===== config.mk =====
export PLATFORM = sky130hd
export DESIGN_NAME = dpi_stream_sequencer
export DESIGN_NICKNAME = d
export VERILOG_FILES = /design/src/rtl/dpi_stream_sequencer.sv
export SDC_FILE = /design/constraint.sdc
export NUM_CORES = 2
export LEC_CHECK = 0
export CELL_PAD_IN_SITES_DETAIL_PLACEMENT = 1
export CELL_PAD_IN_SITES_GLOBAL_PLACEMENT = 1
export CORE_MARGIN = 2
export CORE_UTILIZATION = 47
export DETAILED_ROUTE_END_ITERATION = 10
export PLACE_DENSITY_LB_ADDON = 0.1
export SETUP_SLACK_MARGIN = 0.02
export SLEW_MARGIN = 15
export SYNTH_ARGS = -nofsm -noshare
export SYNTH_HDL_FRONTEND = slang
export SYNTH_SLANG_ARGS = --single-unit

===== constraint.sdc =====
create_clock -name clk -period 3.55 [get_ports clk]
set_input_delay 0.5325 -clock clk [delete_from_list [all_inputs] [get_ports clk]]
set_output_delay 0.5325 -clock clk [all_outputs]
set_load 0.02 [all_outputs]

===== src/rtl/dpi_stream_sequencer.sv =====
// Front end for the per-regex DPI matchers: maps flow keys to tagged stream ids and
// sequences load_state / payload chars / drain / eop around each packet.
module dpi_stream_sequencer #(
   parameter int NUM_REGEX = 8,
   parameter int KEY_W     = 16,
   parameter int LOAD_GAP  = 2,
   parameter int EOP_DELAY = 4
) (
   input  logic                 clk,
   input  logic                 rst_n,
   input  logic                 in_vld,
   output logic                 in_ready,
   input  logic [7:0]           in_data,
   input  logic                 in_sop,
   input  logic                 in_eop,
   input  logic [KEY_W-1:0]     in_flow_key,
   input  logic                 cfg_we,
   input  logic [5:0]           cfg_addr,
   input  logic [NUM_REGEX-1:0] cfg_mask,
   output logic                 load_state,
   output logic [5:0]           stream_id,
   output logic                 new_stream_id,
   output logic [7:0]           char_in,
   output logic                 char_in_vld,
   output logic                 eop,
   output logic [NUM_REGEX-1:0] enable,
   output logic [15:0]          pkt_count,
   output logic [15:0]          err_count
);

   localparam int TAG_W = KEY_W - 6;
   localparam logic [7:0] GAP_LAST   = 8'(LOAD_GAP - 1);
   localparam logic [7:0] DRAIN_LAST = 8'(EOP_DELAY);

   typedef enum logic [2:0] {
      S_IDLE, S_LOOKUP, S_LOAD, S_GAP, S_STREAM, S_DRAIN, S_EOP
   } state_t;

   state_t               state_q;
   logic [KEY_W-1:0]     key_q;
   logic [7:0]           byte_q;
   logic                 last_q;
   logic [7:0]           cnt_q;
   logic [63:0]          valid_q;
   logic [TAG_W-1:0]     tag_q  [64];
   logic [NUM_REGEX-1:0] mask_q [64];

   logic                 in_ready_q;
   logic                 load_state_q;
   logic [5:0]           stream_id_q;
   logic                 new_q;
   logic [7:0]           char_q;
   logic                 char_vld_q;
   logic                 eop_q;
   logic [NUM_REGEX-1:0] enable_q;
   logic [15:0]          pkt_q;
   logic [15:0]          err_q;

   logic                 accept;
   logic                 emit_first;
   logic [15:0]          err_count_d;

   always_comb begin
      accept      = in_vld && in_ready_q;
      err_count_d = (err_q == '1) ? err_q : err_q + 16'd1;
      emit_first  = 1'b0;
      if (state_q == S_LOAD && LOAD_GAP <= 1)
         emit_first = 1'b1;
      else if (state_q == S_GAP && cnt_q == GAP_LAST)
         emit_first = 1'b1;
   end

   // Reading the mask at the LOOKUP edge means a same-cycle cfg write is not yet visible.
   always_ff @(posedge clk) begin
      if (!rst_n) begin
         for (int unsigned i = 0; i < 64; i++)
            mask_q[i] <= '0;
      end else if (cfg_we) begin
         mask_q[cfg_addr] <= cfg_mask;
      end
   end

   always_ff @(posedge clk) begin
      if (rst_n && state_q == S_LOAD && new_q)
         tag_q[stream_id_q] <= key_q[KEY_W-1:6];
   end

   always_ff @(posedge clk) begin
      if (!rst_n) begin
         state_q      <= S_IDLE;
         key_q        <= '0;
         byte_q       <= '0;
         last_q       <= 1'b0;
         cnt_q        <= '0;
         valid_q      <= '0;
         in_ready_q   <= 1'b1;
         load_state_q <= 1'b0;
         stream_id_q  <= '0;
         new_q        <= 1'b0;
         char_q       <= '0;
         char_vld_q   <= 1'b0;
         eop_q        <= 1'b0;
         enable_q     <= '0;
         pkt_q        <= '0;
         err_q        <= '0;
      end else begin
         load_state_q <= 1'b0;
         char_vld_q   <= 1'b0;
         eop_q        <= 1'b0;
         case (state_q)
            S_IDLE: begin
               if (accept) begin
                  if (in_sop) begin
                     key_q      <= in_flow_key;
                     byte_q     <= in_data;
                     last_q     <= in_eop;
                     in_ready_q <= 1'b0;
                     state_q    <= S_LOOKUP;
                  end else begin
                     err_q <= err_count_d;
                  end
               end
            end
            S_LOOKUP: begin
               load_state_q <= 1'b1;
               stream_id_q  <= key_q[5:0];
               new_q        <= !valid_q[key_q[5:0]] ||
                               (tag_q[key_q[5:0]] != key_q[KEY_W-1:6]);
               enable_q     <= mask_q[key_q[5:0]];
               state_q      <= S_LOAD;
            end
            S_LOAD: begin
               if (new_q)
                  valid_q[stream_id_q] <= 1'b1;
               if (!emit_first) begin
                  cnt_q   <= 8'd1;
                  state_q <= S_GAP;
               end
            end
            S_GAP: begin
               if (!emit_first)
                  cnt_q <= cnt_q + 8'd1;
            end
            S_STREAM: begin
               if (accept) begin
                  char_q     <= in_data;
                  char_vld_q <= 1'b1;
                  if (in_sop)
                     err_q <= err_count_d;
                  if (in_eop) begin
                     in_ready_q <= 1'b0;
                     cnt_q      <= 8'd1;
                     state_q    <= S_DRAIN;
                  end
               end
            end
            S_DRAIN: begin
               // The cycle showing the last char counts as the first drain cycle.
               if (cnt_q == DRAIN_LAST) begin
                  eop_q   <= 1'b1;
                  pkt_q   <= pkt_q + 16'd1;
                  state_q <= S_EOP;
               end else begin
                  cnt_q <= cnt_q + 8'd1;
               end
            end
            S_EOP: begin
               in_ready_q <= 1'b1;
               state_q    <= S_IDLE;
            end
            default: state_q <= S_IDLE;
         endcase

         if (emit_first) begin
            char_q     <= byte_q;
            char_vld_q <= 1'b1;
            if (last_q) begin
               cnt_q   <= 8'd1;
               state_q <= S_DRAIN;
            end else begin
               in_ready_q <= 1'b1;
               state_q    <= S_STREAM;
            end
         end
      end
   end

   assign in_ready      = in_ready_q;
   assign load_state    = load_state_q;
   assign stream_id     = stream_id_q;
   assign new_stream_id = new_q;
   assign char_in       = char_q;
   assign char_in_vld   = char_vld_q;
   assign eop           = eop_q;
   assign enable        = enable_q;
   assign pkt_count     = pkt_q;
   assign err_count     = err_q;

endmodule


==> impl_metrics.yaml <==
outcome:
  outcome: "finished clean"
sta:
  rsz0062_at_grt: "false"
  setup_viol: 0
  finalSetupTns_ns: 0
  final-max-slew-violation-count: 0
  time_the_worst_path_needs_with_i_o_delays_and_setup_ns: 3.146
  timing.clock.skew_ns: 0.02658
  fmaxAchievable_mhz: 317.9
  worst_slack_ns: 0.4043
  tightestPinTransition_ns: 1.132
  relSlewSlack: 0.2452
  timing.final.hold_violations: 0
  fin_crit_sh: 0.8861
synthesis:
  largest_family_of_logic_cells_by_synthesized_area: "multiplexers"
  ys_seq_area_frac: 0.6885
  synth.avg_cell_area_sq_um: 16.27
  synth_cells: 3384
  ys.flop_type: "edfxtp_1"
  synth-edff-count: 1152
  synth_area_leaders: "edfxtp_1 63%, mux4_2 13%, dfxtp_1 6.0%"
  post_synthesis_net_count: 3434
  post-synth-top-area-fraction: 0.6285
  synth_compound_gate_area_share: 0.03824
  synthArstFlopShare: 0
  synthDominantAreaCellType: "edfxtp_1"
  synth.ff_latch_count: 1317
  most_instantiated_library_cell_after_synthesis: "edfxtp_1"
  post_synth_fa_ha_maj_area_fraction: 0.001364
  synthMuxAreaShare: 0.1433
  synthXorXnorAreaFrac: 0.005410
  post_synth_and_or_nand_nor_area_fraction: 0.1039
  synthesis.area_sq_um: 55040
  yosysWarningCount: 0
  post_synth_num_cell_types: 61
  synth.top_cells.by_count: "1152 x edfxtp_1, 518 x and2_1, 311 x mux4_2"
finish:
  synthToLayoutAreaGrowth_pct: 15.66
  num_antenna_cells: 0
  fillCellCount: 10650
  finalNetCount: 3729
  multi_input_area_sq_um: 16090
  postLayoutCoreUtil: 0.5479
  drive_gt1_frac: 0.2177
  layout.area.seq_sq_um: 37930
routing:
  avgRoutedWirePerCell_um: 30.11
  first_pass_iteration_count_of_the_detailed_router: 7
  finalWirelength_um: 160300
  drtIter0Drc: 3004
  drc_errors: 0
  antenna_left: 0
  num_vias: 31690
  routed_via_count_divided_by_cell_count: 5.955
critical_path:
  number_of_gates_on_the_worst_path_with_buffers_counted: 9
  critPathCaptureType: "flop"
  rrSetupSlack_ns: 0.40
  crit_path_category: "reg -> reg"
  path_max_fanout: 17
  r2r.worst_path.cells: 9
  worst_path_max_delay_cell: "mux4_2"
  cp_data_arrival_time_ns: 3.76
  critical-path-top-delay-family: "compound AO/OA/AOI/OAI gates"
  crit_path_start_kind: "flop"
  crit_required_ns: 4.16
  timing.critical_path.buf_inv: 1
  cp_peak_stage_delay_ns: 0.61
  path_cells: "buf_4 > mux4_2 > a21oi_1 > nand3_1 > nand4_1 > xor2_1 > nand3b_1 > a2111oi_2 > a31oi_1"
worst_hold_path:
  hp-class: "in -> reg"
  min_path_cells: 3
placement:
  detailedPlacementHpwl_um: 108700
  port_buffers: 102
  gp_congestion: 0.9306
  place_ws_ns: 0.4060
global_routing:
  grt_start_max_net_pins: 110
  number_of_global_route_vias_before_repair: 33560
  grt_antenna_before_repair: 4
  gr_usage_total: 0.2698
  globalRoute.totalOverflow: 0
  wire_length_of_the_first_global_routing_pass_um: 236400
clock_tree:
  cts_hold_buf: 0
  cts-buffers-inserted: 143
  root_buffer: "clkbuf_16"
  cts_max_level: 4
  cts_setup_buffers: 0
  clk_latency_ns: 0.77
  cts_tree: "built"
  clkTransAtPathRegs_ns: 0.06
  ctsResizeCount: 0
  clock_sink_count: 1317
  cts_max_path_buffers: 3
floorplan:
  die_y_um: 346.2
  floorplan.initialDensity: 0.4737
  die_w_um: 346.2
  io_pins: 103
  placeableCoreArea_sq_um: 116200
  die-area_sq_um: 119900
  row_count: 125
power_and_ir_drop:
  power.density_cell_area_nw_per_um2: 532.2
  power.total_uw: 33880
  static-leakage-power_uw: 0.02158
  max-vdd-ir-drop_mv: 0.4339
run:
  max_cap_violations: 0
logic make-up (layout without fill, tap and decap cells):
| logic type | Yosys count | in the layout |
|---|---|---|
| mux | 398 | 398 |
| compound gates | 328 | 328 |
| buf+inv | 234 | 648 |
| fa+ha+maj | 6 | 6 |
| flops | 1317 | 1317 |
| simple gates | 1067 | 1067 |
| xor+xnor | 34 | 34 |
state kept, by name, summed over array words and instances (netlist names), 8 cells and up, named ones only:
signal / count
pkt_count: 16
mask_q: 512
char_in: 8
tag_q: 640
valid_q: 64
byte_q: 8
cnt_q: 8
enable: 8
key_q: 16
err_count: 16
layout make-up:
type | instances | share of cell area
timing repair buffer | 372 | 0.04996
tap | 1524 | 0.02995
inverter | 12 | 0.0007075
multi-input combinational | 1833 | 0.2527
sequential | 1317 | 0.5958
clock inverter | 73 | 0.01044
clock buffer | 191 | 0.06047
final timing paths:
| check | start | to |
|---|---|---|
| hold reg to reg | valid_q[6] | valid_q[6] |
| setup / recovery | flop | new_stream_id |
| setup reg to reg | flop | new_stream_id |
| hold / removal | in_flow_key[11] | key_q[11] |
cells in the final DEF, fill, tap and decap left out, types with 61 or more instances in the layout:
master           synthesis  final
dfxtp_1                165    148
a21o_1                  65     65
clkbuf_16                0    144
clkdlybuf4s50_1          0     93
nand2_1                184    184
mux4_2                 311    311
edfxtp_1              1152   1152
buf_4                   15    257
a21oi_1                 74     74
nand3_1                 61     61
o21ai_0                 86     86
nor2_1                 192    192
mux2i_1                 77     77
and2_1                 518    518
worst min-delay path, stage by stage:
cell and delay (ns):
clkdlybuf4s50_1 0.40, nand2_1 0.06, a21oi_1 0.05
routing by layer:
| metal | track usage | routed length (um) | vias up |
|---|---|---|---|
| met1 | 0.3496 | 64690 | 16860 |
| met5 | 0 | 42 | - |
| met2 | 0.4697 | 82360 | 1011 |
| li1 | - | - | 13550 |
| met3 | 0.03830 | 8156 | 269 |
| met4 | 0.08760 | 5013 | 6 |
per-stage QoR:
stage	hold slack (ns)	cell area [sq um]	cells
floorplan	0.4211	55040	3384
global placement	0.4288	59150	5058
detailed placement	0.4397	59150	5058
CTS	0.2960	63660	5322
global route	0.3258	63660	5322
finish	0.3357	63660	5322
power by group:
group          total, uW  switching, uW  internal [uW]  leakage (uW)
sequential         17400            253          17200        0.0122
combinational       2080           1240            840       0.00721
clock              14400           6300           8090       0.00219
total              33900           7800          26100        0.0216
Power figures use the tool's default switching activity.
